**config.mk**
```make
export PLATFORM = sky130hd
export DESIGN_NAME = gpio_nibble_tx
export DESIGN_NICKNAME = d
export VERILOG_FILES = /design/src/rtl/gpio_nibble_tx.sv
export SDC_FILE = /design/constraint.sdc
export NUM_CORES = 1
export LEC_CHECK = 0
export BUFFER_PORTS_ARGS = -buffer_cell sky130_fd_sc_hd__buf_2
export CAP_MARGIN = 20
export CORE_AREA = 2 2 92 68
export DETAILED_ROUTE_END_ITERATION = 8
export DIE_AREA = 0 0 94 70
export GPL_TIMING_DRIVEN = 0
export MAX_ROUTING_LAYER = met4
export PLACE_DENSITY = 0.7
export SLEW_MARGIN = 20
export SYNTH_ARGS = -nofsm -noshare
export SYNTH_HDL_FRONTEND = slang
export SYNTH_SLANG_ARGS = --single-unit
```
**constraint.sdc**
```tcl
create_clock -name clk -period 2.3 [get_ports clk]
set_clock_uncertainty 0.15 [all_clocks]
set_input_delay 0.115 -clock clk [delete_from_list [all_inputs] [get_ports clk]]
set_output_delay 0.115 -clock clk [all_outputs]
set_load 0.02 [all_outputs]
```
**src/rtl/gpio_nibble_tx.sv**
```systemverilog
`timescale 1ns/1ps
// gpio_nibble_tx
// Return path from the FPGA to the Raspberry Pi. Bytes from the result logic
// are sent over a 4-bit GPIO bus, high nibble first. Each nibble uses a
// four-phase strobe/acknowledge handshake:
//   1. drive rpi_out
//   2. after SETUP_CYC cycles, raise rpi_strb
//   3. wait for ack high, then drop rpi_strb
//   4. wait for ack low
//
// Ports:
//   clk       system clock, all logic on the rising edge
//   reset     asynchronous, active-high reset
//   tx_byte   byte to send, sampled when tx_valid & tx_ready
//   tx_valid  tx_byte is valid
//   tx_ready  block is idle and accepts a byte this cycle (combinational)
//   tx_done   one-cycle pulse, byte fully transferred
//   tx_err    one-cycle pulse, transfer aborted because the RPi did not answer
//   rpi_ack   acknowledge from the RPi, asynchronous to clk
//   rpi_out   nibble driven to the RPi
//   rpi_strb  nibble-valid strobe to the RPi
//
// Parameters:
//   SETUP_CYC    cycles rpi_out is stable before rpi_strb rises (1..255)
//   TIMEOUT_CYC  cycles allowed in an ack-wait state before abort, 0 = never
module gpio_nibble_tx #(
    parameter int unsigned SETUP_CYC   = 2,
    parameter int unsigned TIMEOUT_CYC = 1000000
) (
    input  logic       clk,
    input  logic       reset,
    input  logic [7:0] tx_byte,
    input  logic       tx_valid,
    output logic       tx_ready,
    output logic       tx_done,
    output logic       tx_err,
    input  logic       rpi_ack,
    output logic [3:0] rpi_out,
    output logic       rpi_strb
);

    typedef enum logic [1:0] {
        IDLE,
        SETUP,
        WAIT_HI,
        WAIT_LO
    } state_t;

    localparam logic [31:0] SETUP_LAST   = 32'(SETUP_CYC - 1);
    localparam logic [31:0] TIMEOUT_LAST = 32'(TIMEOUT_CYC - 1);
    localparam bit          TIMEOUT_EN   = (TIMEOUT_CYC != 0);

    state_t      state;
    logic [3:0]  byte_lo;
    logic        nib_sel;
    logic [31:0] cnt;
    logic        ack_m;
    logic        ack_s;
    logic        timed_out;

    // The RPi answers on its own clock, so its acknowledge is brought into
    // the clk domain with two flops before the FSM ever looks at it.
    always_ff @(posedge clk or posedge reset) begin
        if (reset) begin
            ack_m <= 1'b0;
            ack_s <= 1'b0;
        end else begin
            ack_m <= rpi_ack;
            ack_s <= ack_m;
        end
    end

    assign tx_ready = (state == IDLE);

    // With TIMEOUT_CYC = 0 the counter simply wraps inside the wait states
    // and never causes an abort.
    assign timed_out = TIMEOUT_EN && (cnt == TIMEOUT_LAST);

    // Handshake sequencer. The wait states check the awaited ack level
    // before the timeout, so an ack that arrives on the last allowed cycle
    // still completes the nibble.
    always_ff @(posedge clk or posedge reset) begin
        if (reset) begin
            state    <= IDLE;
            rpi_out  <= 4'h0;
            rpi_strb <= 1'b0;
            tx_done  <= 1'b0;
            tx_err   <= 1'b0;
            byte_lo  <= 4'h0;
            nib_sel  <= 1'b0;
            cnt      <= 32'd0;
        end else begin
            tx_done <= 1'b0;
            tx_err  <= 1'b0;
            unique case (state)
                IDLE: begin
                    if (tx_valid) begin
                        rpi_out <= tx_byte[7:4];
                        byte_lo <= tx_byte[3:0];
                        nib_sel <= 1'b0;
                        cnt     <= 32'd0;
                        state   <= SETUP;
                    end
                end
                SETUP: begin
                    if (cnt == SETUP_LAST) begin
                        rpi_strb <= 1'b1;
                        cnt      <= 32'd0;
                        state    <= WAIT_HI;
                    end else begin
                        cnt <= cnt + 32'd1;
                    end
                end
                WAIT_HI: begin
                    if (ack_s) begin
                        rpi_strb <= 1'b0;
                        cnt      <= 32'd0;
                        state    <= WAIT_LO;
                    end else if (timed_out) begin
                        tx_err   <= 1'b1;
                        rpi_strb <= 1'b0;
                        cnt      <= 32'd0;
                        state    <= IDLE;
                    end else begin
                        cnt <= cnt + 32'd1;
                    end
                end
                WAIT_LO: begin
                    if (!ack_s) begin
                        cnt <= 32'd0;
                        if (!nib_sel) begin
                            rpi_out <= byte_lo;
                            nib_sel <= 1'b1;
                            state   <= SETUP;
                        end else begin
                            tx_done <= 1'b1;
                            state   <= IDLE;
                        end
                    end else if (timed_out) begin
                        tx_err   <= 1'b1;
                        rpi_strb <= 1'b0;
                        cnt      <= 32'd0;
                        state    <= IDLE;
                    end else begin
                        cnt <= cnt + 32'd1;
                    end
                end
                default: state <= IDLE;
            endcase
        end
    end

endmodule
```
==> impl_metrics.yaml <==
drt:
  routed_via_density: 6.26
  drc: 0
  wl_per_cell_um: 17.8
  drt_pre_antenna_iters: 5
  wl_met2_um: 3180
  antenna_left: 0
  topRoutingLayerUsed: "met4"
  via_count: 2723
  wirelength_um: 7760
  wl_met3_um: 720
  wl_met1_um: 3670
  drt_iter0_markers: 208
clocking:
  cts_tree: "done"
  clockBufferDepth: 2
  cts_sinks: 48
  clkTransAtPathRegs_ns: 0.10
  root_buffer: "clkbuf_8"
  htree_levels: 2
  clk_latency_ns: 0.31
  cts_buffers: 5
floorplan:
  core.rowCount: 24
  ios: 20
  dieArea_um2: 6580
  start_util: 0.480
  die-width_um: 94
  core_um2: 5860
  die_h_um: 70
job:
  max_cap_violations: 0
synthesis:
  syn-instance-count: 314
  synth-edff-count: 0
  avgSynthCellArea_um2: 8.95
  synth_nets: 328
  ys_types: 54
  synth_seq_cells: 48
  ys.warnings.count: 0
  netlist_area_um2: 2810
  ys.flop_type: "dfrtp_1"
  seq_area_frac_synth: 0.428
  ys_async_sr_fraction: 1.00
worst_setup_path:
  crit_type: "flop to flop"
  critPathMaxFanout: 7
  required_ns: 2.35
  arrival_ns: 2.39
  critPathMaxStageDelay_ns: 0.47
  cp-end-kind: "flop"
  cp_top_family: "simple AND/OR/NAND/NOR gates"
  slowest_stage: "nor4_1"
  setup.worst_path.start_class: "flop"
  path_cells: "nor4_1, nand4_1, a211oi_4, buf_6, buf_4, nor4b_1, a221o_1"
  cp_num_buf_inv: 2
cells_and_area:
  nets: 370
  post-route-util: 0.586
  drive_gt1_frac: 0.224
  fin_area_um2: 3430
  syn2layout_area_growth_pct: 22.2
  fill_cells: 491
  antennaDiodeCount: 0
timing:
  final.period_utilization: 1.01
  slew_viol_final: 0
  period_needed_ns: 2.33
  tightestPinTransition_ns: 0.600
  fmax_mhz: 429
  setup_viol: 9
  rsz0062_at_grt: "yes"
  fin_ws_ns: -0.0334
  relSlewSlack: 0.600
  hold_violations: 0
power:
  ir_drop_mv: 0.274
  p_leak_uw: 0.00146
  cellPowerDensity_nw_per_um2: 443
placement:
  dpl.hpwl_um: 5240
  io_buffers: 19
  place.gp.congestion: 0.867
  placed_area_um2: 3030
global_route:
  gr-usage-all-layers: 0.260
  grt_overflow_total: 0
  grt_pass1_wl_um: 12800
  first_global_vias: 2467
  grt_antenna_before_repair: 0
  grt_max_degree: 27
hold_path:
  min_path_type: "primary input to flop"
status:
  violations: "negative setup slack"
  status: "complete, but fails checks"
-- layer usage --
layer / track usage / up-vias
met5: - / -
met4: 0.0821 / 0
met3: 0.0680 / 22
met2: 0.330 / 147
met1: 0.400 / 1288
li1: - / 1266
-- state kept, by name, summed over array words and instances (netlist names) --
name / cells
cnt: 32
byte_lo: 4
rpi_out: 4
state: 2
ack_m: 1
ack_s: 1
nib_sel: 1
rpi_strb: 1
tx_done: 1
tx_err: 1
-- area by class of cell --
type	count	area (um^2)	share of cell area
Timing Repair Buffer	37	269	0.0784
Sequential cell	48	1210	0.352
Multi-Input combinational cell	234	1590	0.464
Inverter	14	52.6	0.0153
Buffer	16	105	0.0306
Tap cell	78	97.6	0.0284
Clock buffer	6	72.6	0.0211
Clock inverter	2	35.0	0.0102
-- through the flow --
stage,TNS (ns),setup WS [ns],power (uW),cells,hold slack [ns]
final,-0.180,-0.0334,1520,435,0.0264
after detailed placement,-4.93,-0.274,909,412,0.0380
after global routing,-0.506,-0.0651,1580,435,0.0200
after floorplan,0,0.0680,888,314,-0.00357
after global placement,-4.60,-0.279,904,411,0.0807
after CTS,-0.150,-0.0521,1530,432,0.00207
-- tightest hold or removal path, stage by stage --
cell     delay [ns]
buf_2          0.08
mux2i_1        0.06
o21ai_0        0.18
-- final timing paths --
| check | start | to | slack (ns) | depth (start not counted) |
|---|---|---|---|---|
| max | cnt[22] | cnt[14] | -0.03 | 7 |
| min | tx_byte[7] | rpi_out[3] | 0.03 | 3 |
| max reg2reg | cnt[22] | cnt[14] | -0.03 | 7 |
| min reg2reg | ack_m | ack_s | 0.19 | 0 |
| max in group asynchronous | reset | cnt[0] | 1.22 | 4 |
| min in group asynchronous | reset | state[1] | 0.23 | 3 |
-- power by group --
part	internal, uW	switching (uW)	leakage (uW)	total [uW]
sequential	848	3.56	0.000554	852
clock	323	294	0.0000552	617
combinational	25.8	24.7	0.000852	50.5
total	1200	322	0.00146	1520
-- cells in the mapped netlist, types with 4 or more instances --
cell type  count  area (um^2)
a21oi_1        4         20.0
mux2i_1        5         50.1
nand3_1       24          120
nor2_1        20         75.1
nand2b_1       4         25.0
a31oi_1        4         25.0
nor3_1        13         65.1
clkbuf_1       9         33.8
or4_1          5         37.5
mux2_2         4         45.0
o31ai_1        7         52.6
o311ai_0       4         35.0
o211ai_1       6         45.0
nor4_1        13         81.3
nand4_1       11         68.8
a22o_1         5         43.8
and3_1         5         31.3
a221o_1        4         40.0
or3_1          8         50.1
o21ai_0        9         45.0
nand2_1       39          146
inv_1         14         52.6
dfrtp_1       48         1200
-- placed cells by master, fill, tap and decap left out, drive strengths merged, types with 4 or more instances in the layout --
| cell | count |
|---|---|
| nor3 | 13 |
| nor4 | 15 |
| dfrtp | 48 |
| o311ai | 5 |
| or3 | 8 |
| inv | 14 |
| buf | 34 |
| a22o | 5 |
| o211ai | 6 |
| o31ai | 7 |
| a21oi | 4 |
| nand3 | 25 |
| clkbuf | 16 |
| and3 | 5 |
| mux2 | 4 |
| or4 | 6 |
| nand2b | 4 |
| a221o | 4 |
| nor2 | 21 |
| o21ai | 9 |
| nand2 | 39 |
| a31oi | 4 |
| dlygate4sd3 | 9 |
| nand4 | 11 |
| mux2i | 5 |
-- timing repair --
item | 4_1_cts | 5_1_grt
hold buffers | 9 | 0
hold endpoints to repair | 30 | 0
endpoints found under the setup margin | 33 | 38
resized for setup | 13 | 34
pin swaps | 2 | 2
cloned | 1 | 0
setup buffers | 4 | 3
-- cells by family after synthesis --
group	Yosys count	synth area share
adders and majority gates	4	0.0160
AOI/OAI and AO/OA	59	0.159
xor gates and xnor gates	3	0.00936
muxes	9	0.0339
buffers and inverters	32	0.0494
and+or+nand+nor	159	0.304
DFF	48	0.428
(Power assumes the default switching activity.)
